File: src/rtl/seg_scan_driver_if.sv
// Display bus between the CPU debug-word selector and the seven-segment
// scan driver.
//   i_data    : 64-bit display word (text mode uses [31:0])
//   disp_mode : 0 = hex text, 1 = raw graphics
//   o_seg     : active-low segments {dp,g,f,e,d,c,b,a}
//   o_sel     : active-low one-hot anode select, bit k = digit k (0 = rightmost)
//   o_frame   : one-cycle pulse when a new frame is latched
// master = word source / display pins consumer, slave = scan driver.
interface seg_scan_driver_if;
  logic [63:0] i_data;
  logic        disp_mode;
  logic [7:0]  o_seg;
  logic [7:0]  o_sel;
  logic        o_frame;

  modport master (output i_data, disp_mode, input o_seg, o_sel, o_frame);
  modport slave  (input i_data, disp_mode, output o_seg, o_sel, o_frame);
endinterface

File: src/rtl/seg_scan_driver.sv
// Time-multiplexed driver for the 8-digit common-anode seven-segment display.
// The digit index advances every 2^SCAN_DIV_W clocks; the display word and
// mode are latched only when the scan wraps from digit 7 back to digit 0, so
// a frame never mixes old and new data.
// Ports:
//   clk  : system clock
//   rstn : asynchronous active-low reset (blanks the display immediately)
//   bus  : seg_scan_driver_if.slave (i_data, disp_mode in; o_seg, o_sel,
//          o_frame out)
module seg_scan_driver #(
  parameter int unsigned SCAN_DIV_W = 15,
  parameter int unsigned N_DIGITS   = 8
) (
  input logic              clk,
  input logic              rstn,
  seg_scan_driver_if.slave bus
);

  localparam int unsigned IDX_W = $clog2(N_DIGITS);

  logic [SCAN_DIV_W-1:0] r_cnt;
  logic [IDX_W-1:0]      r_idx;
  logic [63:0]           r_data_q;
  logic                  r_mode_q;
  logic [N_DIGITS-1:0]   r_sel;
  logic [7:0]            r_seg;
  logic                  r_frame;

  logic                  w_tick;
  logic                  w_wrap;
  logic [IDX_W-1:0]      w_next_idx;
  logic [63:0]           w_src_data;
  logic                  w_src_mode;
  logic [3:0]            w_nib;
  logic [7:0]            w_byte;
  logic [7:0]            w_hex;
  logic [7:0]            w_next_seg;
  logic [N_DIGITS-1:0]   w_next_sel;

  assign w_tick     = &r_cnt;
  assign w_wrap     = w_tick && (r_idx == IDX_W'(N_DIGITS - 1));
  assign w_next_idx = (r_idx == IDX_W'(N_DIGITS - 1)) ? '0 : r_idx + IDX_W'(1);

  // At the wrap, digit 0 is rendered from the word being latched on this
  // same edge, so the new frame starts with fresh data rather than stale.
  assign w_src_data = w_wrap ? bus.i_data    : r_data_q;
  assign w_src_mode = w_wrap ? bus.disp_mode : r_mode_q;

  always_comb begin
    w_nib  = '0;
    w_byte = '0;
    for (int unsigned k = 0; k < N_DIGITS; k++) begin
      if (w_next_idx == IDX_W'(k)) begin
        w_nib  = w_src_data[4*k +: 4];
        w_byte = w_src_data[8*k +: 8];
      end
    end
  end

  // Active-low hex glyphs with dp off.
  always_comb begin
    w_hex = 8'hFF;
    case (w_nib)
      4'h0: w_hex = 8'hC0;
      4'h1: w_hex = 8'hF9;
      4'h2: w_hex = 8'hA4;
      4'h3: w_hex = 8'hB0;
      4'h4: w_hex = 8'h99;
      4'h5: w_hex = 8'h92;
      4'h6: w_hex = 8'h82;
      4'h7: w_hex = 8'hF8;
      4'h8: w_hex = 8'h80;
      4'h9: w_hex = 8'h90;
      4'hA: w_hex = 8'h88;
      4'hB: w_hex = 8'h83;
      4'hC: w_hex = 8'hC6;
      4'hD: w_hex = 8'hA1;
      4'hE: w_hex = 8'h86;
      4'hF: w_hex = 8'h8E;
      default: w_hex = 8'hFF;
    endcase
  end

  assign w_next_seg = w_src_mode ? w_byte : w_hex;
  assign w_next_sel = ~({{(N_DIGITS-1){1'b0}}, 1'b1} << w_next_idx);

  always_ff @(posedge clk or negedge rstn) begin
    if (!rstn) begin
      r_cnt    <= '0;
      r_idx    <= '0;
      r_data_q <= '0;
      r_mode_q <= 1'b0;
      r_sel    <= '1;
      r_seg    <= '1;
      r_frame  <= 1'b0;
    end else begin
      r_cnt   <= r_cnt + SCAN_DIV_W'(1);
      r_frame <= w_wrap;
      if (w_tick) begin
        r_idx <= w_next_idx;
        r_sel <= w_next_sel;
        r_seg <= w_next_seg;
        if (w_wrap) begin
          r_data_q <= bus.i_data;
          r_mode_q <= bus.disp_mode;
        end
      end
    end
  end

  assign bus.o_seg   = r_seg;
  assign bus.o_sel   = r_sel;
  assign bus.o_frame = r_frame;

endmodule

File: src/flat_wrapper.sv
// flat-port wrapper written by rule: the top's interface ports become plain ports
module seg_scan_driver_flat 
#(
  parameter int unsigned SCAN_DIV_W = 15,
  parameter int unsigned N_DIGITS   = 8
)
  (clk, rstn, bus_i_data, bus_disp_mode, bus_o_seg, bus_o_sel, bus_o_frame);
  seg_scan_driver_if bus_i ();
  input logic clk;
  input logic rstn;
  input wire logic [$bits(bus_i.i_data)-1:0] bus_i_data;
  input wire logic [$bits(bus_i.disp_mode)-1:0] bus_disp_mode;
  output wire logic [$bits(bus_i.o_seg)-1:0] bus_o_seg;
  output wire logic [$bits(bus_i.o_sel)-1:0] bus_o_sel;
  output wire logic [$bits(bus_i.o_frame)-1:0] bus_o_frame;
  assign bus_i.i_data = bus_i_data;
  assign bus_i.disp_mode = bus_disp_mode;
  assign bus_o_seg = bus_i.o_seg;
  assign bus_o_sel = bus_i.o_sel;
  assign bus_o_frame = bus_i.o_frame;
  seg_scan_driver #(.SCAN_DIV_W(SCAN_DIV_W), .N_DIGITS(N_DIGITS)) u_core (.clk(clk), .rstn(rstn), .bus(bus_i));
endmodule
File: config.mk
export PLATFORM = sky130hd
export DESIGN_NAME = seg_scan_driver_flat
export DESIGN_NICKNAME = d
export VERILOG_FILES = /design/src/rtl/seg_scan_driver_if.sv /design/src/rtl/seg_scan_driver.sv /design/src/flat_wrapper.sv
export SDC_FILE = /design/constraint.sdc
export NUM_CORES = 1
export LEC_CHECK = 0
export ABC_AREA = 1
export ABC_CLOCK_PERIOD_IN_PS = 3200
export CAP_MARGIN = 30
export CORE_MARGIN = 3
export CORE_UTILIZATION = 45
export DETAILED_ROUTE_END_ITERATION = 10
export PLACE_DENSITY = 0.69
export SYNTH_ARGS = -nofsm -noshare
export SYNTH_HDL_FRONTEND = slang
export SYNTH_SLANG_ARGS = --single-unit
File: constraint.sdc
create_clock -name clk -period 3.2 [get_ports clk]
set_input_delay 0.64 -clock clk [delete_from_list [all_inputs] [get_ports clk]]
set_output_delay 0.64 -clock clk [all_outputs]
set_load 0.01 [all_outputs]
==> summary.txt, run 1 <==
yosys warns -> 0
Comb pwr share -> 4.5%
share of Yosys cell area claimed by the top area cell type -> 38.9%
vias -> 4,751
fraction of layout cells with a size suffix above 1 -> 13.7%
Crit-path slowest cell -> dfrtp_1
Row Count -> 39
startpoint types -> register
Crit Path Class -> reg -> reg
post-synth cell types -> 43
worst r2r path cells -> 19
Post-Synth XOR/XNOR Area -> 1.78%
Seq cells post-synth -> 100
wire per inst -> 15.4 um
final WL -> 14,400 um
Post-DP Area -> 6430 um^2
hold_buf cts -> 0
Root Buffer -> clkbuf_16
sequential share of the synthesized area -> 46.6%
Antenna diodes -> 0
largest net degree at the start of global routing -> 53
setup ws final -> 0.286 ns
RePlAce Congestion -> 0.855
most common cell in the netlist -> nand2_1
Pre-antenna DRT Iters -> 5
number of port buffers -> 83
most frequent CP cell -> nand2_1
Synth Area in Simple Gates -> 34.0%
Die ar. -> 13,400 um^2
Layout Area Growth over Synthesis -> 26.0%
post-DP HPWL -> 10,400 um
Mapped Cells -> 694
Fill cells -> 1,078
P_int -> 0.00195 W
met3 global-route usage -> 3.19%
TNS Setup -> 0 ns
Power Total -> 0.00249 W
NetSw -> 0.000542 W
LEAKAGE -> 3.32 nW
M1 GR Usage -> 30.7%
setup violators final -> 0
top post-synthesis cells by count -> nand2_1, dfrtp_1, inv_1
mux contribution to synthesized area -> 0%
clk_skew -> 0.0108 ns
post-synthesis compound-gate area fraction -> 6.99%
Final Critical Period -> 2.91 ns
Power Dens Cells -> 366 nW/um^2
syn nets -> 770
DRC violations left -> 0
Max Cap Violations -> 0
total gr overflow -> 0
mapped cell area -> 5410 um^2
main flop type after synthesis -> dfrtp_1
Place WS -> 0.187 ns
Initial DRC Count -> 315
Levels on crit path -> 19
Crit. End Element -> register
total CTS buffers -> 9
Layout Nets -> 864
Post-synth EDFFs -> 0
CP required -> 3.47 ns
antenna violations before repair -> 0
Fin. Hold Viols -> 0
crit-path leading delay family -> simple AND/OR/NAND/NOR gates
Design Area, Final -> 6810 um^2
worst hold path class -> in -> async
CP Max Fanout -> 8
Final Max Tran Viols -> 0
Clock Path Buffers -> 2
synth top area cells -> dfrtp_1, nand2_1, dfstp_2, inv_1, nand3_1
initial core utilization -> 46.8%
Worst Tran Pin Value -> 0.670 ns
die width -> 116 um
delay of the slowest cell on the worst path -> 0.45 ns
Clock power frac -> 44.8%
data arrival time of the critical path -> 3.19 ns
Buf/Inv on CP -> 2
H-tree Lvls -> 3
Tcrit/Tclk final -> 91.1%
clock latency on the worst-skew pair -> 0.35 ns
gr usage total -> 21.6%
relative slew slack -> 55.3%
via/cell ratio -> 5.08
Die Y -> 116 um
Synth area leader -> dfrtp_1
switching share of power -> 21.7%
global-route wire length before repair -> 22,800 um
Synth Area in Adders -> 2.08%
largest family of logic cells by synthesized area -> simple AND/OR/NAND/NOR gates
status -> completed
ANT nets after route -> 0
average instance area after synthesis -> 7.79 um^2
Async SR Flop Fraction -> 100%
vias in the first global route -> 4,670
Core Area -> 11,600 um^2
Peak VDD IR -> 285 uV
met2 usage -> 35.4%
crit-path cells -> ha_1, ha_4, nor2_1, inv_1, nand2_1, nor2_2, nand3_1, nand3_1, nor2_1, nand4_1, nand2_2, inv_2, ha_1, nand4_1, nand2_1, nand2_1, nand2_1, nand2_1, a21oi_1
RSZ-0062 raised after global routing -> no
clock sinks -> 100
CTS tree -> built
I/O pins -> 84
sequential share of power -> 50.7%
FMAX -> 343 MHz
Clk pin slew, worst setup/hold paths -> 0.08 ns
most used routing layer -> met2
==> registers in the layout (all words and copies together) (netlist names) <==
signal,cells
u_core.r_data_q,64
u_core.r_cnt,15
u_core.bus.o_seg,8
u_core.bus.o_sel,8
u_core.r_idx,3
u_core.bus.o_frame,1
u_core.r_mode_q,1
==> per-layer routing <==
metal | wire length [um] | vias to the layer above
met4 | 215 | 0
met1 | 6680 | 2239
met2 | 6730 | 144
met5 | 0 | -
met3 | 755 | 19
li1 | - | 2349
==> layout make-up <==
type	count	area, um^2	area share, %
flip-flops and latches	100	2520	37.0
multi-input cells	487	2490	36.5
repair buffers	104	998	14.7
inverters	86	328	4.81
clock buffers	10	229	3.36
well taps	143	179	2.63
clock inverters	6	71.3	1.05
==> power by group through the flow <==
| stage | combinational [W] | sequential (W) | clock (W) |
|---|---|---|---|
| 3_3_place_gp | 0.000115 | 0.00129 | 0 |
| 4_1_cts | 0.000116 | 0.00126 | 0.00112 |
| 5_1_grt | 0.000124 | 0.00126 | 0.00117 |
| 3_5_place_dp | 0.000115 | 0.00129 | 0 |
| 6_report | 0.000113 | 0.00126 | 0.00112 |
| 2_1_floorplan | 0.00000335 | 0.00129 | 0 |
==> per-stage QoR <==
| stage | hold WS, ns | instances | utilization [%] |
|---|---|---|---|
| global route | 0.366 | 936 | 58.9 |
| finish | 0.321 | 936 | 58.9 |
| floorplan | 0.344 | 694 | - |
| global placement | 0.435 | 915 | 55.6 |
| detailed placement | 0.454 | 915 | 55.6 |
| CTS | 0.348 | 931 | 58.2 |
==> worst paths after layout <==
path | start | end | slack, ns
min in group clk | u_core.r_cnt[0] | u_core.r_cnt[0] | 0.46
max in group asynchronous | rstn | u_core.bus.o_seg[0] | 1.96
worst max register to register | u_core.r_idx[0] | u_core.bus.o_seg[0] | 0.29
worst min-delay path | rstn | u_core.r_data_q[44] | 0.32
worst min register to register | u_core.r_cnt[0] | u_core.r_cnt[0] | 0.46
worst max-delay path | u_core.r_idx[0] | u_core.bus.o_seg[0] | 0.29
==> worst reg2reg max path, cell delays in order, from the launching register on <==
cell,delay [ns]
dfrtp_1,0.45
ha_1,0.24
ha_4,0.25
nor2_1,0.09
inv_1,0.15
nand2_1,0.12
nor2_2,0.20
nand3_1,0.14
nand3_1,0.12
nor2_1,0.05
nand4_1,0.08
nand2_2,0.14
inv_2,0.10
ha_1,0.19
nand4_1,0.14
nand2_1,0.09
nand2_1,0.05
nand2_1,0.05
nand2_1,0.05
a21oi_1,0.13
==> kinds of logic (layout without fill, tap and decap cells) <==
kind of cell | count (synthesis) | after routing
DFF | 100 | 100
buffers and inverters | 109 | 206
and+or+nand+nor | 400 | 402
xor gates and xnor gates | 11 | 11
adders and majority gates | 9 | 9
AOI/OAI and AO/OA | 65 | 65
==> placed cells by master (no fill, tap or decap), drive strengths merged, types with 10 or more instances in the layout <==
cell type      netlist  layout
buf                 16      22
a21oi               22      22
nor2                39      40
nand3               55      56
inv                 86      88
dfrtp               84      84
clkdlybuf4s50        0      82
dfstp               16      16
clkbuf               7      10
o21ai               35      35
nand2              268     268
==> what timing repair did <==
| item | in CTS | in global routing |
|---|---|---|
| endpoints found under the setup margin | 0 | 6 |
| resized for setup | 0 | 9 |
| setup buffers | 0 | 3 |
No activity file was read; power rests on OpenSTA's default activity.
==> run 2, diff against run 1 <==
Settings changed: CORE_MARGIN 3 to not set, TNS_END_PERCENT set to 30.
==> run 2 against run 1 <==
The flow now finishes with violations (design-rule violations). Clock skew down 0.0032 ns. Clock power up 14%. First-iteration DRC count up 1.9%. Maximum frequency down 2.3%. Register-to-register slack worse by 0.07 ns. Sequential power about the same. Clock-buffer cell count unchanged. Combinational power about the same. Total power up 6.4%. Critical endpoint is now u_core.bus.o_seg[5]. Largest cell class unchanged. Highest routed layer unchanged.
==> summary.txt, run 2 (same netlist as run 1, synthesis figures left out) <==
Pre-antenna DRT Iters -> 8 (was 5)
Comb pwr share -> 4.3% (was 4.5%)
Final Critical Period -> 2.98 ns (was 2.91 ns)
hold_buf cts -> 0 (unchanged)
global-route wire length before repair -> 23,200 um (was 22,800 um)
number of port buffers -> 83 (unchanged)
commonest non-fill, non-tap cells in the layout -> nand2_1, dfrtp_1, clkdlybuf4s50_1 (unchanged)
total gr overflow -> 0 (unchanged)
max reg flops -> 64 (unchanged)
Design Area, Final -> 6840 um^2 (was 6810 um^2)
Die ar. -> 12,500 um^2 (was 13,400 um^2)
largest net degree at the start of global routing -> 101 (was 53)
Worst Tran Pin Value -> 0.581 ns (was 0.670 ns)
Place WS -> 0.257 ns (was 0.187 ns)
ANT nets after route -> 0 (unchanged)
fraction of layout cells with a size suffix above 1 -> 13.6% (was 13.7%)
Initial DRC Count -> 321 (was 315)
Clk pin slew, worst setup/hold paths -> 0.07 ns (was 0.08 ns)
I/O pins -> 84 (unchanged)
biggest regs -> u_core.r_data_q: 64 flops, u_core.r_cnt: 15 flops (unchanged)
TNS Setup -> 0 ns (unchanged)
CP required -> 3.48 ns (was 3.47 ns)
relative slew slack -> 61.3% (was 55.3%)
CTS tree -> built (unchanged)
clock latency on the worst-skew pair -> 0.35 ns (about the same)
Fill cells -> 1,040 (was 1,078)
Peak VDD IR -> 223 uV (was 285 uV)
Die Y -> 112 um (was 116 um)
DRC violations left -> 7 (was 0)
Fin. Hold Viols -> 0 (unchanged)
status -> finished, violations left (was completed)
Post-DP Area -> 6430 um^2 (unchanged)
worst hold path class -> in -> async (unchanged)
Root Buffer -> clkbuf_16 (unchanged)
Crit Path Class -> reg -> reg (unchanged)
NetSw -> 0.000529 W (was 0.000542 W)
P_int -> 0.00212 W (was 0.00195 W)
total CTS buffers -> 9 (unchanged)
FMAX -> 335 MHz (was 343 MHz)
Max Cap Violations -> 0 (unchanged)
switching share of power -> 20.0% (was 21.7%)
wire per inst -> 15.2 um (was 15.4 um)
Tcrit/Tclk final -> 93.2% (was 91.1%)
via/cell ratio -> 5.09 (was 5.08)
failing checks -> design-rule violations
clk_skew -> 0.00763 ns (was 0.0108 ns)
CP Max Fanout -> 19 (was 8)
Post-Route Utilization -> 59.2% (was 58.9%)
sequential share of power -> 47.7% (was 50.7%)
Clock Path Buffers -> 2 (unchanged)
Core Area -> 11,600 um^2 (unchanged)
die width -> 112 um (was 116 um)
Power Dens Cells -> 388 nW/um^2 (was 366 nW/um^2)
RePlAce Congestion -> 0.916 (was 0.855)
final WL -> 14,200 um (was 14,400 um)
post-DP HPWL -> 10,100 um (was 10,400 um)
data arrival time of the critical path -> 3.26 ns (was 3.19 ns)
H-tree Lvls -> 3 (unchanged)
setup violators final -> 0 (unchanged)
LEAKAGE -> 3.38 nW (was 3.32 nW)
Layout Area Growth over Synthesis -> 26.5% (was 26.0%)
commonest non-fill, non-tap cell in the layout -> nand2_1 (unchanged)
Final Max Tran Viols -> 0 (unchanged)
gr usage total -> 23.8% (was 21.6%)
Antenna diodes -> 0 (unchanged)
worst hold slack -> 0.303 ns (was 0.321 ns)
initial core utilization -> 46.8% (unchanged)
vias -> 4,773 (was 4,751)
Biggest register -> u_core.r_data_q (unchanged)
Row Count -> 39 (unchanged)
startpoint types -> register (unchanged)
vias in the first global route -> 4,774 (was 4,670)
antenna violations before repair -> 0 (unchanged)
Clock power frac -> 48.1% (was 44.8%)
clock sinks -> 100 (unchanged)
Layout Nets -> 865 (was 864)
Crit. End Element -> register (unchanged)
setup ws final -> 0.218 ns (was 0.286 ns)
-- run 2: layout make-up --
type	instances	area, um^2	area share, %
clock buffers	10	239	3.49
flip-flops and latches	100	2520	36.9
multi-input cells	486	2440	35.7
well taps	143	179	2.61
clock inverters	6	111	1.63
repair buffers	106	1030	15.0
inverters	86	325	4.75
-- run 2: worst paths after layout --
path	depth (start not counted)	startpoint	endpoint	slack (ns)
setup / recovery	15	u_core.r_idx[0]	u_core.bus.o_seg[5]	0.22
max in group asynchronous	2	rstn	u_core.r_cnt[4]	2.41
setup reg to reg	15	u_core.r_idx[0]	u_core.bus.o_seg[5]	0.22
min in group clk	1	u_core.r_cnt[0]	u_core.r_cnt[0]	0.47
hold / removal	2	rstn	u_core.r_data_q[2]	0.30
hold reg to reg	1	u_core.r_cnt[0]	u_core.r_cnt[0]	0.47
-- run 2: power groups by stage --
stage | clock, W | sequential [W] | combinational, W
6_report | 0.00128 | 0.00126 | 0.000113
5_1_grt | 0.00134 | 0.00126 | 0.000124
4_1_cts | 0.00129 | 0.00126 | 0.000116
3_5_place_dp | 0 | 0.00129 | 0.000116
3_3_place_gp | 0 | 0.00129 | 0.000115
2_1_floorplan | 0 | 0.00129 | 0.00000335
-- run 2: critical path, cell delays in order (launching register included) --
cell and delay (ns):
dfrtp_1 0.46, ha_1 0.25, ha_2 0.43, inv_2 0.09
nor3_2 0.25, inv_2 0.22, nand2_1 0.12, inv_1 0.05
nand4_1 0.09, nand2_2 0.14, inv_2 0.10, ha_1 0.19
inv_1 0.06, o21ai_0 0.19, nand3_1 0.11, a21oi_1 0.15
-- run 2: repair_timing --
item,CTS,global route
setup endpoints to repair,0,5
resized for setup,0,2
buffers inserted,0,5
-- run 2: per-layer routing --
metal / track usage, % / routed length (um) / vias to the layer above / part of all wire, %
met4: 8.83 / 382 / 0 / 2.7
met3: 4.90 / 765 / 30 / 5.4
met1: 32.4 / 6480 / 2259 / 46
li1: - / - / 2349 / -
met2: 37.5 / 6590 / 135 / 46
met5: 0 / 0 / - / 0
-- run 2: metrics by stage --
step / cells / power (W)
6_report: 937 / 0.00265
5_1_grt: 937 / 0.00273
4_1_cts: 931 / 0.00267
3_5_place_dp: 915 / 0.00140
3_3_place_gp: 915 / 0.00140
2_1_floorplan: 694 / 0.00129
==> run 3, diff against run 2 <==
Settings changed: SLEW_MARGIN set to 30, TNS_END_PERCENT 30 to not set.
==> results of run 3 <==
Final layout, timing and power as in run 2 (identical DEF).
